File: src/rtl/piezo_alarm_pkg.sv
// Shared battery-state encoding, default thresholds and the duty-magnitude helper
// for the piezo alarm qualifier.
package piezo_alarm_pkg;

  typedef enum logic [1:0] {
    NORM      = 2'd0,
    LOW_PEND  = 2'd1,
    LOW       = 2'd2,
    NORM_PEND = 2'd3
  } batt_st_e;

  localparam logic [11:0] DEF_BATT_THR  = 12'h800;
  localparam logic [11:0] DEF_BATT_HYST = 12'h040;
  localparam int          DEF_FILT_N    = 4;
  localparam logic [11:0] DEF_OVR_THR   = 12'd1536;
  localparam int          DEF_OVR_HOLD  = 25_000_000;

  // |duty| for a 12-bit two's-complement value; -2048 has no positive twin, so clamp to 2047.
  function automatic logic [11:0] duty_mag(input logic [11:0] duty);
    if (duty == 12'h800) return 12'd2047;
    else if (duty[11])   return (~duty) + 12'd1;
    else                 return duty;
  endfunction

endpackage

File: src/rtl/piezo_hyst_filt.sv
// Battery-low hysteresis FSM with a consecutive-sample filter in each direction.
// low_nxt_o is the next-cycle alarm level; the caller registers it (1-clock strobe-to-output).
module piezo_hyst_filt
  import piezo_alarm_pkg::*;
#(
  parameter logic [11:0] BATT_THR  = DEF_BATT_THR,
  parameter logic [11:0] BATT_HYST = DEF_BATT_HYST,
  parameter int          FILT_N    = DEF_FILT_N
) (
  input  logic        clk_i,
  input  logic        rst_i,
  input  logic [11:0] batt_i,
  input  logic        batt_vld_i,
  output logic        low_nxt_o
);

  localparam logic [12:0] EXIT_THR  = {1'b0, BATT_THR} + {1'b0, BATT_HYST};
  localparam logic [3:0]  FILT_LAST = 4'(FILT_N);

  batt_st_e   state_q, state_d;
  logic [3:0] cnt_q, cnt_d;
  logic [3:0] cnt_inc;
  logic       below, above;

  assign below   = batt_i < BATT_THR;
  assign above   = {1'b0, batt_i} >= EXIT_THR;
  assign cnt_inc = cnt_q + 4'd1;

  // NORM/LOW hold cnt_q at 0, so their first qualifying sample shares the pending-state path.
  always_comb begin
    state_d = state_q;
    cnt_d   = cnt_q;
    if (batt_vld_i) begin
      case (state_q)
        NORM, LOW_PEND: begin
          if (below) begin
            if (cnt_inc == FILT_LAST) begin
              state_d = LOW;
              cnt_d   = 4'd0;
            end else begin
              state_d = LOW_PEND;
              cnt_d   = cnt_inc;
            end
          end else begin
            state_d = NORM;
            cnt_d   = 4'd0;
          end
        end
        LOW, NORM_PEND: begin
          if (above) begin
            if (cnt_inc == FILT_LAST) begin
              state_d = NORM;
              cnt_d   = 4'd0;
            end else begin
              state_d = NORM_PEND;
              cnt_d   = cnt_inc;
            end
          end else begin
            state_d = LOW;
            cnt_d   = 4'd0;
          end
        end
        default: begin
          state_d = NORM;
          cnt_d   = 4'd0;
        end
      endcase
    end
  end

  assign low_nxt_o = (state_d == LOW) || (state_d == NORM_PEND);

  always_ff @(posedge clk_i) begin
    if (rst_i) begin
      state_q <= NORM;
      cnt_q   <= 4'd0;
    end else begin
      state_q <= state_d;
      cnt_q   <= cnt_d;
    end
  end

endmodule

File: src/rtl/piezo_alarm_qual.sv
// Qualifies battery-low, over-speed and steering-enabled alarm requests; all outputs registered,
// 1-clock strobe latency. Optional mute input under PIEZO_MUTE_EN gates en_steer and batt_low.
module piezo_alarm_qual
  import piezo_alarm_pkg::*;
#(
  parameter logic [11:0] BATT_THR  = DEF_BATT_THR,
  parameter logic [11:0] BATT_HYST = DEF_BATT_HYST,
  parameter int          FILT_N    = DEF_FILT_N,
  parameter logic [11:0] OVR_THR   = DEF_OVR_THR,
  parameter int          OVR_HOLD  = DEF_OVR_HOLD
) (
  input  logic        clk,
  input  logic        rst,
  input  logic [11:0] batt,
  input  logic        batt_vld,
  input  logic [11:0] mtr_duty,
  input  logic        duty_vld,
  input  logic        pwr_up,
`ifdef PIEZO_MUTE_EN
  input  logic        mute,
`endif
  output logic        en_steer,
  output logic        ovr_spd,
  output logic        batt_low
);

  localparam int          HW        = (OVR_HOLD > 1) ? $clog2(OVR_HOLD + 1) : 1;
  localparam logic [HW-1:0] HOLD_INIT = HW'(OVR_HOLD);

  logic          mute_w;
  logic          low_nxt;
  logic [11:0]   mag;
  logic [HW-1:0] hold_q, hold_d;
  logic          ovr_d;
  logic          ovr_spd_q, batt_low_q, en_steer_q, sync1_q;

`ifdef PIEZO_MUTE_EN
  assign mute_w = mute;
`else
  assign mute_w = 1'b0;
`endif

  piezo_hyst_filt #(
    .BATT_THR  (BATT_THR),
    .BATT_HYST (BATT_HYST),
    .FILT_N    (FILT_N)
  ) u_hyst_filt (
    .clk_i      (clk),
    .rst_i      (rst),
    .batt_i     (batt),
    .batt_vld_i (batt_vld),
    .low_nxt_o  (low_nxt)
  );

  assign mag = duty_mag(mtr_duty);

  always_comb begin
    hold_d = hold_q;
    if (duty_vld && (mag > OVR_THR)) hold_d = HOLD_INIT;
    else if (hold_q != '0)           hold_d = hold_q - HW'(1);
  end

  assign ovr_d = hold_d != '0;

  // en_steer_q doubles as the second synchronizer stage, gated by the next over-speed level.
  always_ff @(posedge clk) begin
    if (rst) begin
      hold_q     <= '0;
      ovr_spd_q  <= 1'b0;
      batt_low_q <= 1'b0;
      sync1_q    <= 1'b0;
      en_steer_q <= 1'b0;
    end else begin
      hold_q     <= hold_d;
      ovr_spd_q  <= ovr_d;
      batt_low_q <= low_nxt & ~mute_w;
      sync1_q    <= pwr_up;
      en_steer_q <= sync1_q & ~ovr_d & ~mute_w;
    end
  end

  assign en_steer = en_steer_q;
  assign ovr_spd  = ovr_spd_q;
  assign batt_low = batt_low_q;

endmodule

File: config.mk
export PLATFORM = sky130hd
export DESIGN_NAME = piezo_alarm_qual
export DESIGN_NICKNAME = d
export VERILOG_FILES = /design/src/rtl/piezo_alarm_pkg.sv /design/src/rtl/piezo_hyst_filt.sv /design/src/rtl/piezo_alarm_qual.sv
export SDC_FILE = /design/constraint.sdc
export NUM_CORES = 1
export LEC_CHECK = 0
export ABC_AREA = 1
export ABC_CLOCK_PERIOD_IN_PS = 3900
export CORE_AREA = 4 4 54 92
export CTS_CLUSTER_SIZE = 10
export DETAILED_ROUTE_END_ITERATION = 16
export DIE_AREA = 0 0 58 96
export GPL_ROUTABILITY_DRIVEN = 1
export PLACE_DENSITY_LB_ADDON = 0.12
export SYNTH_ARGS = -nofsm -noshare
export SYNTH_HDL_FRONTEND = slang
export SYNTH_HIERARCHICAL = 1
export SYNTH_SLANG_ARGS = --single-unit
File: constraint.sdc
create_clock -name clk -period 3.9 [get_ports clk]
set_input_delay 0.78 -clock clk [delete_from_list [all_inputs] [get_ports clk]]
set_output_delay 0.78 -clock clk [all_outputs]
set_load 0.01 [all_outputs]
==> results_dict.tcl <==
set metrics [dict create \
    outcome "finished clean" \
    syn_area_um2 2456 \
    cts.path.max_buffers 2 \
    ys_types 33 \
    critical_path_class "in -> reg" \
    area_delta_synth_final_pct 15.13 \
    synth.top_cells.by_count "nand2_1, nor2_1, inv_1, dfxtp_1, nand3_1" \
    ys_seq_elements 34 \
    cts-hold-fix-buffers 0 \
    remaining_drc_errors 0 \
    vias_per_cell 5.274 \
    synth_async_sr_flop_share_pct 0 \
    yosysTopAreaCell "dfxtp_1" \
    power.leakage_nw 1.335 \
    tns_ps 0 \
    vdd_drop_max_v 0.0005472 \
    finalPower_w 0.002572 \
    max_freq_mhz 318.7 \
    overflow 0 \
    cap_violations 0 \
    finalSetupViolations 0 \
    period_minus_slack_ps 3138 \
    synthMostInstantiatedCell "nand2_1" \
    yosysWarnings 6 \
    period_share_pct 80.45 \
    ant_nets 0 \
    synth-edff-count 0 \
    drtIter0Drc 74 \
    grt_usage_pct 23.18 \
    dp_hpwl_um 4804 \
    drive_gt1_share_pct 10.09 \
    clock_latency_ps 290 \
    ios 32 \
    clock_sinks 34 \
    grt_max_degree 23 \
    critPathLaunch "mtr_duty[0]" \
    die_y_um 96 \
    ys_seq_area_share_pct 27.71 \
    die_x_um 58 \
    rsz0062_at_grt "no" \
    yosys_most_used_dff "dfxtp_1" \
    port_buffers 25 \
    slew_headroom_pct 68.22 \
    clk_pin_slew_ps 70 \
    via_count 2505 \
    wl_per_cell_um 12.56 \
    drt_first_pass_iters 4 \
    clockRootBuffer "clkbuf_8" \
    cp.required_ps 4060 \
    synth_top_area_share_pct 27.71 \
    cts_made_buffers 5 \
    critical_path_arrival_ps 3300 \
    diodes 0 \
    endpoint_kind "register" \
    core_um2 4189 \
    hold_path_class "reg -> reg" \
    htree_levels 2 \
    start_util_pct 58.63 \
    synth_area_leaders "dfxtp_1, nand2_1, nor2_1" \
    antenna_found_initial 0 \
    cts_setup_buffers 0 \
    cts_resized 0 \
    cp_max_fo 13 \
    clock_skew_ps 10.28 \
    maxSlewViolCount 0 \
    cts_tree "done" \
    crit_path_start_kind "primary input" \
    worst_slew_pin_slew_ps 475.5 \
    hp-start "sync1_q$_SDFF_PP0_" \
    synthesis.instances 399 \
    hold_violations 0 \
    drt-total-wl_um 5965 \
    die_area_um2 5568 \
    rows 31 \
    nets 458 \
    gp_routability_congestion 0.9503 \
    grt_pass1_vias 2465 \
    grt_pass1_wl_um 9977 \
    syn_area_per_cell_um2 6.156 \
    r2r-start "hold_q[0]$_SDFF_PP0_" \
    hold_slack_ps 436.7 \
    synthesis.nets 432 \
    powerDensity_nw_per_um2 909.7 \
]
==> cell families (layout without fill, tap and decap cells) <==
group / Yosys count / after routing / synth area share, %
fa+ha+maj: 4 / 4 / 2.038
compound gates: 31 / 31 / 6.979
xor+xnor: 16 / 16 / 5.706
buf+inv: 54 / 81 / 8.762
simple gates: 260 / 260 / 48.80
flops: 34 / 34 / 27.71
==> flip-flops by register name, summed over array words and instances (netlist names) <==
signal,count
ovr_spd,1
batt_low,1
u_hyst_filt/state_q,1
sync1_q,1
en_steer,1
u_hyst_filt/cnt_q,4
hold_q,25
==> cell usage in the layout, fill, tap and decap left out <==
cell type	n
or2_4	1
nand4_2	1
o21ai_0	3
xor2_1	7
a21oi_2	3
or2_0	1
nand2_2	11
clkdlybuf4s50_1	25
nand2_1	115
nor2_1	72
o21ai_1	3
clkbuf_8	6
nor2_4	4
clkbuf_1	1
nand3_1	30
nor3_2	1
nor2_8	1
xnor2_1	9
nand4_1	7
ha_1	4
inv_1	40
nand3b_1	5
o21bai_1	1
buf_4	1
a21boi_1	1
nand3_4	1
nor3_1	3
clkinv_2	1
nor2_2	3
a21oi_1	20
dfxtp_1	34
nand3_2	2
clkinv_1	2
inv_2	5
nand2_4	2
==> layer usage <==
metal	track usage (%)	share of wire (%)	vias to the layer above
met4	13.93	4.5	0
met3	4.161	3.7	21
li1	-	-	1296
met5	0	0	-
met2	46.13	56	61
met1	20.63	36	1127
==> power breakdown <==
part	switching, W	internal (W)	leakage, nW
combinational	0.00113	0.000581	1.01
clock	0.000128	0.000142	0.0482
sequential	0.000127	0.000466	0.279
total	0.00138	0.00119	1.34
==> layout make-up <==
class / count / area, µm²
fill: 403 / 1361
clock inverter: 1 / 5.005
multi-input combinational: 311 / 1560
clock buffer: 7 / 86.33
timing repair buffer: 26 / 257.7
inverter: 47 / 176.4
sequential: 34 / 680.7
tap: 49 / 61.31
==> through the flow <==
stage	instance area (µm²)	cells	setup slack, ps	utilization (%)
after CTS	2828	475	742.1	67.50
final	2828	475	762.4	67.50
after detailed placement	2736	467	450.8	65.32
after floorplan	2456	399	1538	-
after global placement	2736	467	506.6	65.32
after global routing	2828	475	375.0	67.50
==> worst max-delay path, cell delays in order <==
cell and delay, ps:
clkdlybuf4s50_1 390, inv_1 130, ha_1 210, inv_1 60, nor2_1 140, nand3_1 140, nor2_1 110, nand2_1 80
nand3_1 90, nand2_1 70, a21boi_1 210, nand2_1 320, nand2_1 480, nor2_1 80
==> worst paths after layout <==
kind,slack (ps),cells past startpoint,endpoint
max,760,14,hold_q[7]$_SDFF_PP0_
min,440,2,en_steer$_SDFF_PP0_
max reg2reg,1350,15,ovr_spd$_SDFF_PP0_
min reg2reg,440,2,en_steer$_SDFF_PP0_
Power figures use the tool's default switching activity.
